## src/rtl/gfx_pkg.sv

```systemverilog
// Shared graphics definitions: blitter state encoding and default screen/sprite geometry.
package gfx_pkg;

  localparam int unsigned GFX_SPR_W     = 8;
  localparam int unsigned GFX_SPR_H     = 8;
  localparam int unsigned GFX_SCR_W     = 320;
  localparam int unsigned GFX_SCR_H     = 240;
  localparam int unsigned GFX_PIX_W     = 24;
  localparam int unsigned GFX_IMG_W     = 8;
  localparam logic [23:0] GFX_KEY_COLOR = 24'hFF00FF;

  typedef enum logic [2:0] {
    ST_IDLE  = 3'd0,
    ST_CHECK = 3'd1,
    ST_READ  = 3'd2,
    ST_WRITE = 3'd3,
    ST_ADV   = 3'd4
  } blit_state_e;

endpackage

```

## src/rtl/sprite_blitter_if.sv

```systemverilog
// Sprite ROM read bus and frame-buffer write bus.
//   master: blitter side (drives rom_addr/rom_rd, fb_addr/fb_data/fb_wr)
//   slave : memory side (drives rom_valid/rom_data, fb_ack)
interface sprite_blitter_if #(
  parameter int unsigned SPR_W = gfx_pkg::GFX_SPR_W,
  parameter int unsigned SPR_H = gfx_pkg::GFX_SPR_H,
  parameter int unsigned SCR_W = gfx_pkg::GFX_SCR_W,
  parameter int unsigned SCR_H = gfx_pkg::GFX_SCR_H,
  parameter int unsigned PIX_W = gfx_pkg::GFX_PIX_W,
  parameter int unsigned IMG_W = gfx_pkg::GFX_IMG_W
);
  localparam int unsigned AW = IMG_W + $clog2(SPR_H) + $clog2(SPR_W);
  localparam int unsigned FW = $clog2(SCR_W * SCR_H);

  logic [AW-1:0]    rom_addr;
  logic             rom_rd;
  logic             rom_valid;
  logic [PIX_W-1:0] rom_data;
  logic [FW-1:0]    fb_addr;
  logic [PIX_W-1:0] fb_data;
  logic             fb_wr;
  logic             fb_ack;

  modport master (
    output rom_addr, rom_rd, fb_addr, fb_data, fb_wr,
    input  rom_valid, rom_data, fb_ack
  );

  modport slave (
    input  rom_addr, rom_rd, fb_addr, fb_data, fb_wr,
    output rom_valid, rom_data, fb_ack
  );
endinterface

```

## src/rtl/blit_addr_gen.sv

```systemverilog
// Combinational address unit: screen coordinate of the current sprite pixel,
// clip flag, frame-buffer address and (optionally mirrored) ROM column.
//   x_i/y_i       latched sprite origin
//   col_i/row_i   scan position inside the sprite
//   flip_i        horizontal mirror
//   clip_c        pixel lies off-screen
//   fb_addr_c     sy*SCR_W+sx, truncated to FW bits
//   rom_col_c     column to fetch from the sprite ROM
module blit_addr_gen #(
  parameter int unsigned SPR_W = gfx_pkg::GFX_SPR_W,
  parameter int unsigned SCR_W = gfx_pkg::GFX_SCR_W,
  parameter int unsigned SCR_H = gfx_pkg::GFX_SCR_H,
  parameter int unsigned XW    = 9,
  parameter int unsigned YW    = 8,
  parameter int unsigned CW    = 3,
  parameter int unsigned RW    = 3,
  parameter int unsigned FW    = 17
) (
  input  logic [XW-1:0] x_i,
  input  logic [YW-1:0] y_i,
  input  logic [CW-1:0] col_i,
  input  logic [RW-1:0] row_i,
  input  logic          flip_i,
  output logic          clip_c,
  output logic [FW-1:0] fb_addr_c,
  output logic [CW-1:0] rom_col_c
);
  // One extra bit so a sprite hanging past the edge never wraps back on-screen.
  logic [XW:0] sx_c;
  logic [YW:0] sy_c;

  assign sx_c      = (XW+1)'(x_i) + (XW+1)'(col_i);
  assign sy_c      = (YW+1)'(y_i) + (YW+1)'(row_i);
  assign clip_c    = (sx_c >= (XW+1)'(SCR_W)) || (sy_c >= (YW+1)'(SCR_H));
  assign fb_addr_c = FW'(32'(sy_c) * SCR_W + 32'(sx_c));
  assign rom_col_c = flip_i ? (CW'(SPR_W - 1) - col_i) : col_i;

endmodule

```

## src/rtl/sprite_blitter.sv

```systemverilog
// Sprite blitter: walks an SPR_W x SPR_H sprite row-major, fetches each on-screen
// pixel from the sprite ROM and writes it to the frame buffer; off-screen pixels
// are skipped without bus traffic.
//   clk, rst_n         clock, asynchronous active-low reset
//   start              begin a draw (ignored while busy)
//   x_pos/y_pos        sprite top-left corner
//   img_sel, flip_h    sprite image and horizontal mirror
//   busy, done         draw in progress / one-cycle completion pulse
//   bus (master)       ROM read and frame-buffer write handshakes
// Build option: define SPRITE_BLITTER_TRANSPARENCY_EN to skip writes of pixels
// equal to KEY_COLOR.
module sprite_blitter
  import gfx_pkg::*;
#(
  parameter int unsigned      SPR_W     = GFX_SPR_W,
  parameter int unsigned      SPR_H     = GFX_SPR_H,
  parameter int unsigned      SCR_W     = GFX_SCR_W,
  parameter int unsigned      SCR_H     = GFX_SCR_H,
  parameter int unsigned      PIX_W     = GFX_PIX_W,
  parameter int unsigned      IMG_W     = GFX_IMG_W,
  parameter logic [PIX_W-1:0] KEY_COLOR = PIX_W'(GFX_KEY_COLOR)
) (
  input  logic                       clk,
  input  logic                       rst_n,
  input  logic                       start,
  input  logic [$clog2(SCR_W)-1:0]   x_pos,
  input  logic [$clog2(SCR_H)-1:0]   y_pos,
  input  logic [IMG_W-1:0]           img_sel,
  input  logic                       flip_h,
  output logic                       busy,
  output logic                       done,
  sprite_blitter_if.master           bus
);
  localparam int unsigned XW = $clog2(SCR_W);
  localparam int unsigned YW = $clog2(SCR_H);
  localparam int unsigned CW = $clog2(SPR_W);
  localparam int unsigned RW = $clog2(SPR_H);
  localparam int unsigned FW = $clog2(SCR_W * SCR_H);
  localparam int unsigned AW = IMG_W + RW + CW;

  blit_state_e      state_q, state_d;
  logic [CW-1:0]    col_q, col_d;
  logic [RW-1:0]    row_q, row_d;
  logic [XW-1:0]    x_q;
  logic [YW-1:0]    y_q;
  logic [IMG_W-1:0] img_q;
  logic             flip_q;

  logic             busy_q, done_q, rom_rd_q, fb_wr_q;
  logic [AW-1:0]    rom_addr_q;
  logic [FW-1:0]    fb_addr_q;
  logic [PIX_W-1:0] fb_data_q;

  logic             clip_c, last_c, key_hit_c, launch_c;
  logic [FW-1:0]    fb_addr_c;
  logic [CW-1:0]    rom_col_c;

  blit_addr_gen #(
    .SPR_W(SPR_W), .SCR_W(SCR_W), .SCR_H(SCR_H),
    .XW(XW), .YW(YW), .CW(CW), .RW(RW), .FW(FW)
  ) u_addr_gen (
    .x_i      (x_q),
    .y_i      (y_q),
    .col_i    (col_q),
    .row_i    (row_q),
    .flip_i   (flip_q),
    .clip_c   (clip_c),
    .fb_addr_c(fb_addr_c),
    .rom_col_c(rom_col_c)
  );

  assign last_c   = (col_q == CW'(SPR_W - 1)) && (row_q == RW'(SPR_H - 1));
  assign launch_c = (state_q == ST_IDLE) && start;

`ifdef SPRITE_BLITTER_TRANSPARENCY_EN
  assign key_hit_c = (bus.rom_data == KEY_COLOR);
`else
  assign key_hit_c = 1'b0;
`endif

  // State and scan-position registers.
  always_ff @(posedge clk or negedge rst_n) begin
    if (!rst_n) begin
      state_q <= ST_IDLE;
      col_q   <= '0;
      row_q   <= '0;
    end else begin
      state_q <= state_d;
      col_q   <= col_d;
      row_q   <= row_d;
    end
  end

  // Next state and scan-position advance.
  always_comb begin
    state_d = state_q;
    col_d   = col_q;
    row_d   = row_q;
    unique case (state_q)
      ST_IDLE: begin
        if (start) begin
          state_d = ST_CHECK;
          col_d   = '0;
          row_d   = '0;
        end
      end
      ST_CHECK: state_d = clip_c ? ST_ADV : ST_READ;
      ST_READ:  if (bus.rom_valid) state_d = key_hit_c ? ST_ADV : ST_WRITE;
      ST_WRITE: if (bus.fb_ack) state_d = ST_ADV;
      ST_ADV: begin
        col_d   = col_q + CW'(1);
        if (col_q == CW'(SPR_W - 1)) row_d = row_q + RW'(1);
        state_d = last_c ? ST_IDLE : ST_CHECK;
      end
      default: state_d = ST_IDLE;
    endcase
  end

  // Latched draw parameters and registered outputs; strobes follow the next state
  // so rom_rd/fb_wr are high exactly while in READ/WRITE.
  always_ff @(posedge clk or negedge rst_n) begin
    if (!rst_n) begin
      x_q        <= '0;
      y_q        <= '0;
      img_q      <= '0;
      flip_q     <= 1'b0;
      busy_q     <= 1'b0;
      done_q     <= 1'b0;
      rom_rd_q   <= 1'b0;
      fb_wr_q    <= 1'b0;
      rom_addr_q <= '0;
      fb_addr_q  <= '0;
      fb_data_q  <= '0;
    end else begin
      if (launch_c) begin
        x_q    <= x_pos;
        y_q    <= y_pos;
        img_q  <= img_sel;
        flip_q <= flip_h;
      end
      busy_q   <= (state_d != ST_IDLE);
      done_q   <= (state_q == ST_ADV) && last_c;
      rom_rd_q <= (state_d == ST_READ);
      fb_wr_q  <= (state_d == ST_WRITE);
      if ((state_q == ST_CHECK) && !clip_c) begin
        rom_addr_q <= {img_q, row_q, rom_col_c};
        fb_addr_q  <= fb_addr_c;
      end
      if ((state_q == ST_READ) && bus.rom_valid) fb_data_q <= bus.rom_data;
    end
  end

  assign busy         = busy_q;
  assign done         = done_q;
  assign bus.rom_rd   = rom_rd_q;
  assign bus.rom_addr = rom_addr_q;
  assign bus.fb_wr    = fb_wr_q;
  assign bus.fb_addr  = fb_addr_q;
  assign bus.fb_data  = fb_data_q;

endmodule

```

## src/flat_wrapper.sv

```systemverilog
// flat-port wrapper written by rule: the top's interface ports become plain ports
module sprite_blitter_flat import gfx_pkg::*;
#(
  parameter int unsigned      SPR_W     = GFX_SPR_W,
  parameter int unsigned      SPR_H     = GFX_SPR_H,
  parameter int unsigned      SCR_W     = GFX_SCR_W,
  parameter int unsigned      SCR_H     = GFX_SCR_H,
  parameter int unsigned      PIX_W     = GFX_PIX_W,
  parameter int unsigned      IMG_W     = GFX_IMG_W,
  parameter logic [PIX_W-1:0] KEY_COLOR = PIX_W'(GFX_KEY_COLOR)
)
  (clk, rst_n, start, x_pos, y_pos, img_sel, flip_h, busy, done, bus_rom_addr, bus_rom_rd, bus_fb_addr, bus_fb_data, bus_fb_wr, bus_rom_valid, bus_rom_data, bus_fb_ack);
  sprite_blitter_if #(.SPR_W(SPR_W), .SPR_H(SPR_H), .SCR_W(SCR_W), .SCR_H(SCR_H), .PIX_W(PIX_W), .IMG_W(IMG_W)) bus_i ();
  input  logic clk;
  input  logic rst_n;
  input  logic start;
  input  logic [$clog2(SCR_W)-1:0] x_pos;
  input  logic [$clog2(SCR_H)-1:0] y_pos;
  input  logic [IMG_W-1:0] img_sel;
  input  logic flip_h;
  output logic busy;
  output logic done;
  output wire logic [$bits(bus_i.rom_addr)-1:0] bus_rom_addr;
  output wire logic [$bits(bus_i.rom_rd)-1:0] bus_rom_rd;
  output wire logic [$bits(bus_i.fb_addr)-1:0] bus_fb_addr;
  output wire logic [$bits(bus_i.fb_data)-1:0] bus_fb_data;
  output wire logic [$bits(bus_i.fb_wr)-1:0] bus_fb_wr;
  input wire logic [$bits(bus_i.rom_valid)-1:0] bus_rom_valid;
  input wire logic [$bits(bus_i.rom_data)-1:0] bus_rom_data;
  input wire logic [$bits(bus_i.fb_ack)-1:0] bus_fb_ack;
  assign bus_rom_addr = bus_i.rom_addr;
  assign bus_rom_rd = bus_i.rom_rd;
  assign bus_fb_addr = bus_i.fb_addr;
  assign bus_fb_data = bus_i.fb_data;
  assign bus_fb_wr = bus_i.fb_wr;
  assign bus_i.rom_valid = bus_rom_valid;
  assign bus_i.rom_data = bus_rom_data;
  assign bus_i.fb_ack = bus_fb_ack;
  sprite_blitter #(.SPR_W(SPR_W), .SPR_H(SPR_H), .SCR_W(SCR_W), .SCR_H(SCR_H), .PIX_W(PIX_W), .IMG_W(IMG_W), .KEY_COLOR(KEY_COLOR)) u_core (.clk(clk), .rst_n(rst_n), .start(start), .x_pos(x_pos), .y_pos(y_pos), .img_sel(img_sel), .flip_h(flip_h), .busy(busy), .done(done), .bus(bus_i));
endmodule
```

## config.mk

```make
export PLATFORM = sky130hd
export DESIGN_NAME = sprite_blitter_flat
export DESIGN_NICKNAME = d
export VERILOG_FILES = /design/src/rtl/gfx_pkg.sv /design/src/rtl/sprite_blitter_if.sv /design/src/rtl/blit_addr_gen.sv /design/src/rtl/sprite_blitter.sv /design/src/flat_wrapper.sv
export SDC_FILE = /design/constraint.sdc
export NUM_CORES = 1
export LEC_CHECK = 0
export CAP_MARGIN = 30
export CORE_ASPECT_RATIO = 0.7
export CORE_MARGIN = 2
export CORE_UTILIZATION = 38
export CTS_BUF_LIST = sky130_fd_sc_hd__clkbuf_8
export CTS_CLUSTER_DIAMETER = 80
export CTS_CLUSTER_SIZE = 40
export DETAILED_ROUTE_END_ITERATION = 7
export GPL_ROUTABILITY_DRIVEN = 1
export PLACE_DENSITY_LB_ADDON = 0.2
export SYNTH_ARGS = -nofsm -noshare
export SYNTH_HDL_FRONTEND = slang
export SYNTH_HIERARCHICAL = 1
export SYNTH_SLANG_ARGS = --single-unit
```

## constraint.sdc

```tcl
create_clock -name clk -period 7.9 [get_ports clk]
set_input_delay 1.58 -clock clk [delete_from_list [all_inputs] [get_ports clk]]
set_output_delay 1.58 -clock clk [all_outputs]
set_load 0.1 [all_outputs]
```

==> results.md, run 1 <==
* Routed Antenna Nets at 0
* Total track usage at 0.154
* Vias in the first global route at ~3.3k
* Slowest stage delay, CP at between 0.4 and 0.5 ns
* CP max FO at 5
* Register area share after synthesis at 0.475
* Synthesis-stage register bit count at between 90 and 100
* Post-synth cell types at 51
* Die ar. at approximately 14,000 sq um
* Hold Buf Count CTS at 0
* Drt total wl at 10.0 mm
* Worst-Margin Slew at 1.00 ns
* Fillers at 1,118
* Placed Area at 6150 sq um
* Drc violations at 0
* Initial Util at 0.395
* Port bufs at around 110
* Crit Path Class: flop to flop
* First-pass GRT wire length at between 15 and 20 mm
* Fin crit share at 0.477
* H-tree levels at 3
* Grt total ovfl at 0
* Outcome: complete, no violations
* Postcts setup bufs at 0
* Synthesized area at between 4000 and 5000 sq um
* Critical path's slowest cell: fa_1
* CP startpoint kind: flop
* CTS tree: yes
* Syn_area_per_cell at 13.5 sq um
* Final Hold Viols at 0
* Post-CTS sizing at 0
* Post-DP HPWL at ~7.3 mm
* Via-to-Cell Ratio at approximately 4.8
* Cell family with most CP delay: adder cells
* Top cell by count, worst path: xnor2_1
* Die Ht at ~100 um
* Clock Tree Buf Depth at 2
* Initial antenna violation count at 0
* Final setup skew at around 0.01 ns
* Final Slew Violations at 0
* FFs w/ async S/R, synth at 1.00
* Max Cap Viol at 0
* Post-synth top area share at 0.475
* Clk_lat worst skew at about 0.37 ns
* Fmax at approximately 270 MHz
* Die Wd at roughly 140 um
* Area grow syn2layout at 27.9%
* Post-synth top flop: dfrtp_1
* Final Wtd Congestion at 0.779
* Via count at between 3k and 4k
* Area contributors post-synth: dfrtp_1, mux2_4, mux2_2, ha_1, xnor2_1
* Setup violations, final at 0
* Share of cells above drive strength 1 at 0.235
* Root cell of the clock tree: clkbuf_8
* CTS sink count at 94
* Worst setup EP type: flop
* Hold Crit Class: flop to flop
* Synthesis warning total at 6
* Worst-path clk slew at ~0.1 ns
* Starting DRC count in detailed routing at approximately 120
* Critical path cell sequence: ha_1 > inv_1 > fa_1 > nor2b_1 > o21ai_2 > xnor2_1 > ha_1 > fa_1 > a211oi_2 > o21bai_1 > a21oi_1 > xnor2_1 > nand3b_1 > xnor2_1 > mux2_2
* Post-route minimum period at ~3.8 ns
* Rel. slew slack at 0.329
* Critical Path RT at 8.17 ns
* Initial DRT Pass Iterations at 4
* CTS buffer count at 9
* Cell Rows at 34
* Layout Cells excl Fill at about 650
* ANT cells at 0
* Post-synth EDFFs at 0
* Synth area leader: dfrtp_1
* Nets at approximately 570
* IO Pins at 114
* Unrepaired setup endpoints after global routing: no
* Post-Syn Instances at 366
* Core area at approximately 13,000 sq um
* Placed Cells at about 630
* Crit path DAT at around 4.0 ns
* Wire per inst at 15.5 um
* Final Cell Area at about 6300 sq um
* CP bufs+invs at 1
* Pin count of the biggest net entering global routing at 63
* Setup TNS at 0 ns
* Syn nets at roughly 450
-- metrics by stage --
step | hold WS (ns) | setup slack, ns | util
final | 0.513 | 4.13 | 0.505
after CTS | 0.519 | 4.13 | 0.505
after detailed placement | 0.492 | 4.14 | 0.490
after global placement | 0.484 | 4.30 | 0.490
after floorplan | 0.475 | 4.45 | -
after global routing | 0.536 | 3.86 | 0.505
-- flip-flops by register name (all words and copies together), names as in the netlist --
name / cells
u_core/x_q: 9
u_core/img_q: 8
u_core/col_q: 3
u_core/bus.rom_rd: 1
u_core/busy: 1
u_core/row_q: 3
u_core/done: 1
u_core/bus.fb_addr: 17
u_core/bus.fb_wr: 1
u_core/flip_q: 1
u_core/state_q: 3
u_core/bus.rom_addr: 14
u_core/y_q: 8
u_core/bus.fb_data: 24
-- layout make-up --
type                       count  area, sq um  area share
tap                          162          203      0.0320
sequential                    94         2350       0.371
inverter                      19         71.3      0.0113
clock buffer                   9          124      0.0195
clock inverter                 7         62.6     0.00987
multi-input combinational    240         2370       0.374
timing repair buffer         116         1150       0.182
-- logic make-up (layout without fill, tap and decap cells) --
kind of cell    count (synthesis)  after routing  share of synthesized area
flops                          94             94                      0.475
mux                            82             82                      0.215
compound gates                 36             36                     0.0495
fa+ha+maj                      30             30                     0.0819
buf+inv                        32            151                     0.0478
xor+xnor                       33             33                     0.0614
simple gates                   59             59                     0.0695
-- layer usage --
metal	vias to the layer above	wire length, um	track usage
li1	1507	-	-
met1	1525	5250	0.227
met2	63	4180	0.219
met3	8	508	0.0472
met4	0	90	0.0443
met5	-	0	0
-- cell usage after synthesis, types with 2 or more instances --
cell,n
nand4_1,4
ha_1,26
dfrtp_1,94
nand3b_1,3
nor2_1,13
xor2_1,13
o21ai_0,8
and2_1,2
a21o_1,6
buf_6,6
xnor2_1,18
nand3_1,5
buf_12,4
a31oi_1,3
mux2_4,38
inv_1,19
mux2_2,43
fa_1,4
a32o_1,2
nand2_1,14
a21oi_1,7
nor2b_1,5
-- path summary, 6_finish.rpt --
check	from	depth (start not counted)	to	slack [ns]
worst min-delay path	u_core/bus.fb_data[23]	1	u_core/bus.fb_data[23]	0.51
worst min register to register	u_core/bus.fb_data[23]	1	u_core/bus.fb_data[23]	0.51
worst max register to register	u_core/row_q[0]	15	u_core/bus.fb_addr[16]	4.13
min in group asynchronous	rst_n	1	u_core/bus.fb_data[3]	1.13
worst max-delay path	u_core/row_q[0]	15	u_core/bus.fb_addr[16]	4.13
max in group asynchronous	rst_n	2	u_core/bus.fb_data[15]	5.59
-- cells in the final DEF (no fill, tap or decap), types with 2 or more instances in the layout --
cell type        count
mux2_4              38
dfrtp_1             94
clkdlybuf4s50_1    112
a21o_1               6
nor2b_1              5
nand2_1             14
o21ai_0              8
nand3b_1             3
xnor2_1             18
xor2_1              13
clkbuf_8             9
fa_1                 4
inv_8                2
inv_6                2
clkinv_4             2
a32o_1               2
mux2_2              43
and2_1               2
buf_4                4
ha_1                26
a31oi_1              3
nor2_1              13
inv_1               19
nand3_1              5
a21oi_1              7
nand4_1              4
Power of run 1 is left out: the tool's default activity adds up to more than one toggle a clock period on the data nets, which glitch-free logic cannot reach.
==> run 2, diff against run 1 <==
Clock period 7.9 ns to 3.19 ns, I/O delays scaled along.
==> results.md, run 2 (synthesized netlist as in run 1, its figures left out) <==
* Commonest non-fill, non-tap cells in the layout: buf_4, dfrtp_1, clkdlybuf4s50_1, mux2_2, mux2_4
* Fin crit share at 1.08
* H-tree levels at 3
* First-pass GRT wire length at approximately 17 mm
* Drc violations at 0
* Worst setup EP type: flop
* Pre-CTS WS at -0.339 ns
* Most common cell after layout, fill and taps aside: buf_4
* Drt total wl at between 10 and 15 mm
* Final Wtd Congestion at roughly 0.82
* Largest register FFs at 24
* Critical Path RT at 3.45 ns
* Crit Path Class: flop to flop
* Final Slew Violations at 0
* Via count at roughly 3.3k
* CTS buffer count at 9
* CP startpoint kind: flop
* Post-DP HPWL at between 7 and 8 mm
* Starting DRC count in detailed routing at 111
* Clock Tree Buf Depth at 2
* Core area at ~13,000 sq um
* Root cell of the clock tree: clkbuf_8
* Met2 routed wirelength at 4.52 mm
* Unrepaired setup endpoints after global routing: yes
* Fmax at ~290 MHz
* Clk_lat worst skew at about 0.37 ns
* Initial Util at 0.395
* Final setup skew at about 0.010 ns
* Uppermost routed layer: met4
* Hold Buf Count CTS at 0
* Worst-Margin Slew at a little under 0.7 ns
* Worst setup margin at -0.240 ns
* Port bufs at approximately 110
* Max Cap Viol at 0
* Setup TNS at -0.853 ns
* Post-route minimum period at 3.43 ns
* Total track usage at 0.156
* Crit path DAT at around 3.7 ns
* Cell Rows at 34
* Wire per inst at approximately 15 um
* Fin Hold WS at approximately 0.31 ns
* Die ar. at 14,000 sq um
* Layout Cells excl Fill at just under 700
* Initial DRT Pass Iterations at 4
* Die Wd at around 140 um
* Via-to-Cell Ratio at ~4.7
* Outcome: complete, but fails checks
* Hold Crit Class: primary input to async pin
* Setup violations, final at 5
* CTS tree: yes
* Worst-path clk slew at about 0.1 ns
* CP max FO at 3
* Nets at approximately 610
* ANT cells at 0
* Met3 Wirelength at around 620 um
* M1 WL at 5.31 mm
* Placed Cells at around 670
* Pin count of the biggest net entering global routing at 53
* Die Ht at 99.5 um
* Worst R2R Start: u_core/y_q[0]
* Vias in the first global route at about 3.4k
* Rel. slew slack at 0.541
* CTS sink count at 94
* Routed Antenna Nets at 0
* Area grow syn2layout at 36.7%
* Grt total ovfl at 0
* Share of cells above drive strength 1 at 0.458
* Final Hold Viols at 0
* IO Pins at ~110
* Initial antenna violation count at 0
* Failing checks: setup timing
* Fillers at 1,088
* CP Launch Point: u_core/y_q[0]
run 2: changes by cell type in the layout (fill, tap and decap cells not counted), moves of 4 or more:
cell / delta
buf_4: +102
ha_4: +4
clkdlybuf4s50_1: -59
xnor2_1: -4
ha_1: -7
run 2: worst paths after layout:
check	endpoint	slack [ns]	depth (start not counted)
setup / recovery	u_core/bus.fb_addr[16]	-0.24	15
hold / removal	u_core/bus.fb_data[16]	0.31	1
setup reg to reg	u_core/bus.fb_addr[16]	-0.24	15
hold reg to reg	u_core/bus.fb_data[1]	0.51	1
max in group asynchronous	u_core/busy	2.18	2
min in group clk	u_core/bus.fb_data[1]	0.51	1
run 2: through the flow:
step                 util  area, sq um
global placement    0.504         6320
detailed placement  0.504         6320
global route        0.539         6770
finish              0.539         6770
floorplan               -         4970
CTS                 0.535         6710
run 2: critical path, stage by stage (launching register included):
cell      delay (ns)
dfrtp_1         0.36
ha_2            0.19
inv_2           0.04
fa_2            0.37
nor2b_4         0.16
o21ai_4         0.08
xnor2_2         0.24
ha_4            0.25
fa_2            0.40
a211oi_2        0.28
nor2_2          0.09
xor2_2          0.16
nand4_2         0.12
nand3b_1        0.19
xnor2_1         0.14
mux2_4          0.26
run 2: cell type report:
| class | count | area [sq um] | share of cell area |
|---|---|---|---|
| sequential | 94 | 2350 | 0.347 |
| clock inverter | 5 | 56.3 | 0.00832 |
| tap | 162 | 203 | 0.0299 |
| timing repair buffer | 162 | 1380 | 0.203 |
| inverter | 19 | 71.3 | 0.0105 |
| multi-input combinational | 240 | 2560 | 0.378 |
| clock buffer | 11 | 151 | 0.0224 |
run 2: what timing repair did:
action                                  in CTS  in global routing
pin swaps                                   24                  6
endpoints found under the setup margin       5                 17
gates resized for setup                     23                  8
setup buffers                                7                  4
run 2: routing by layer:
metal,vias to the layer above,global-route usage
met5,-,0
met3,10,0.0491
li1,1588,-
met2,80,0.223
met4,0,0.0482
met1,1573,0.227
Power of run 2 is left out for the same reason.
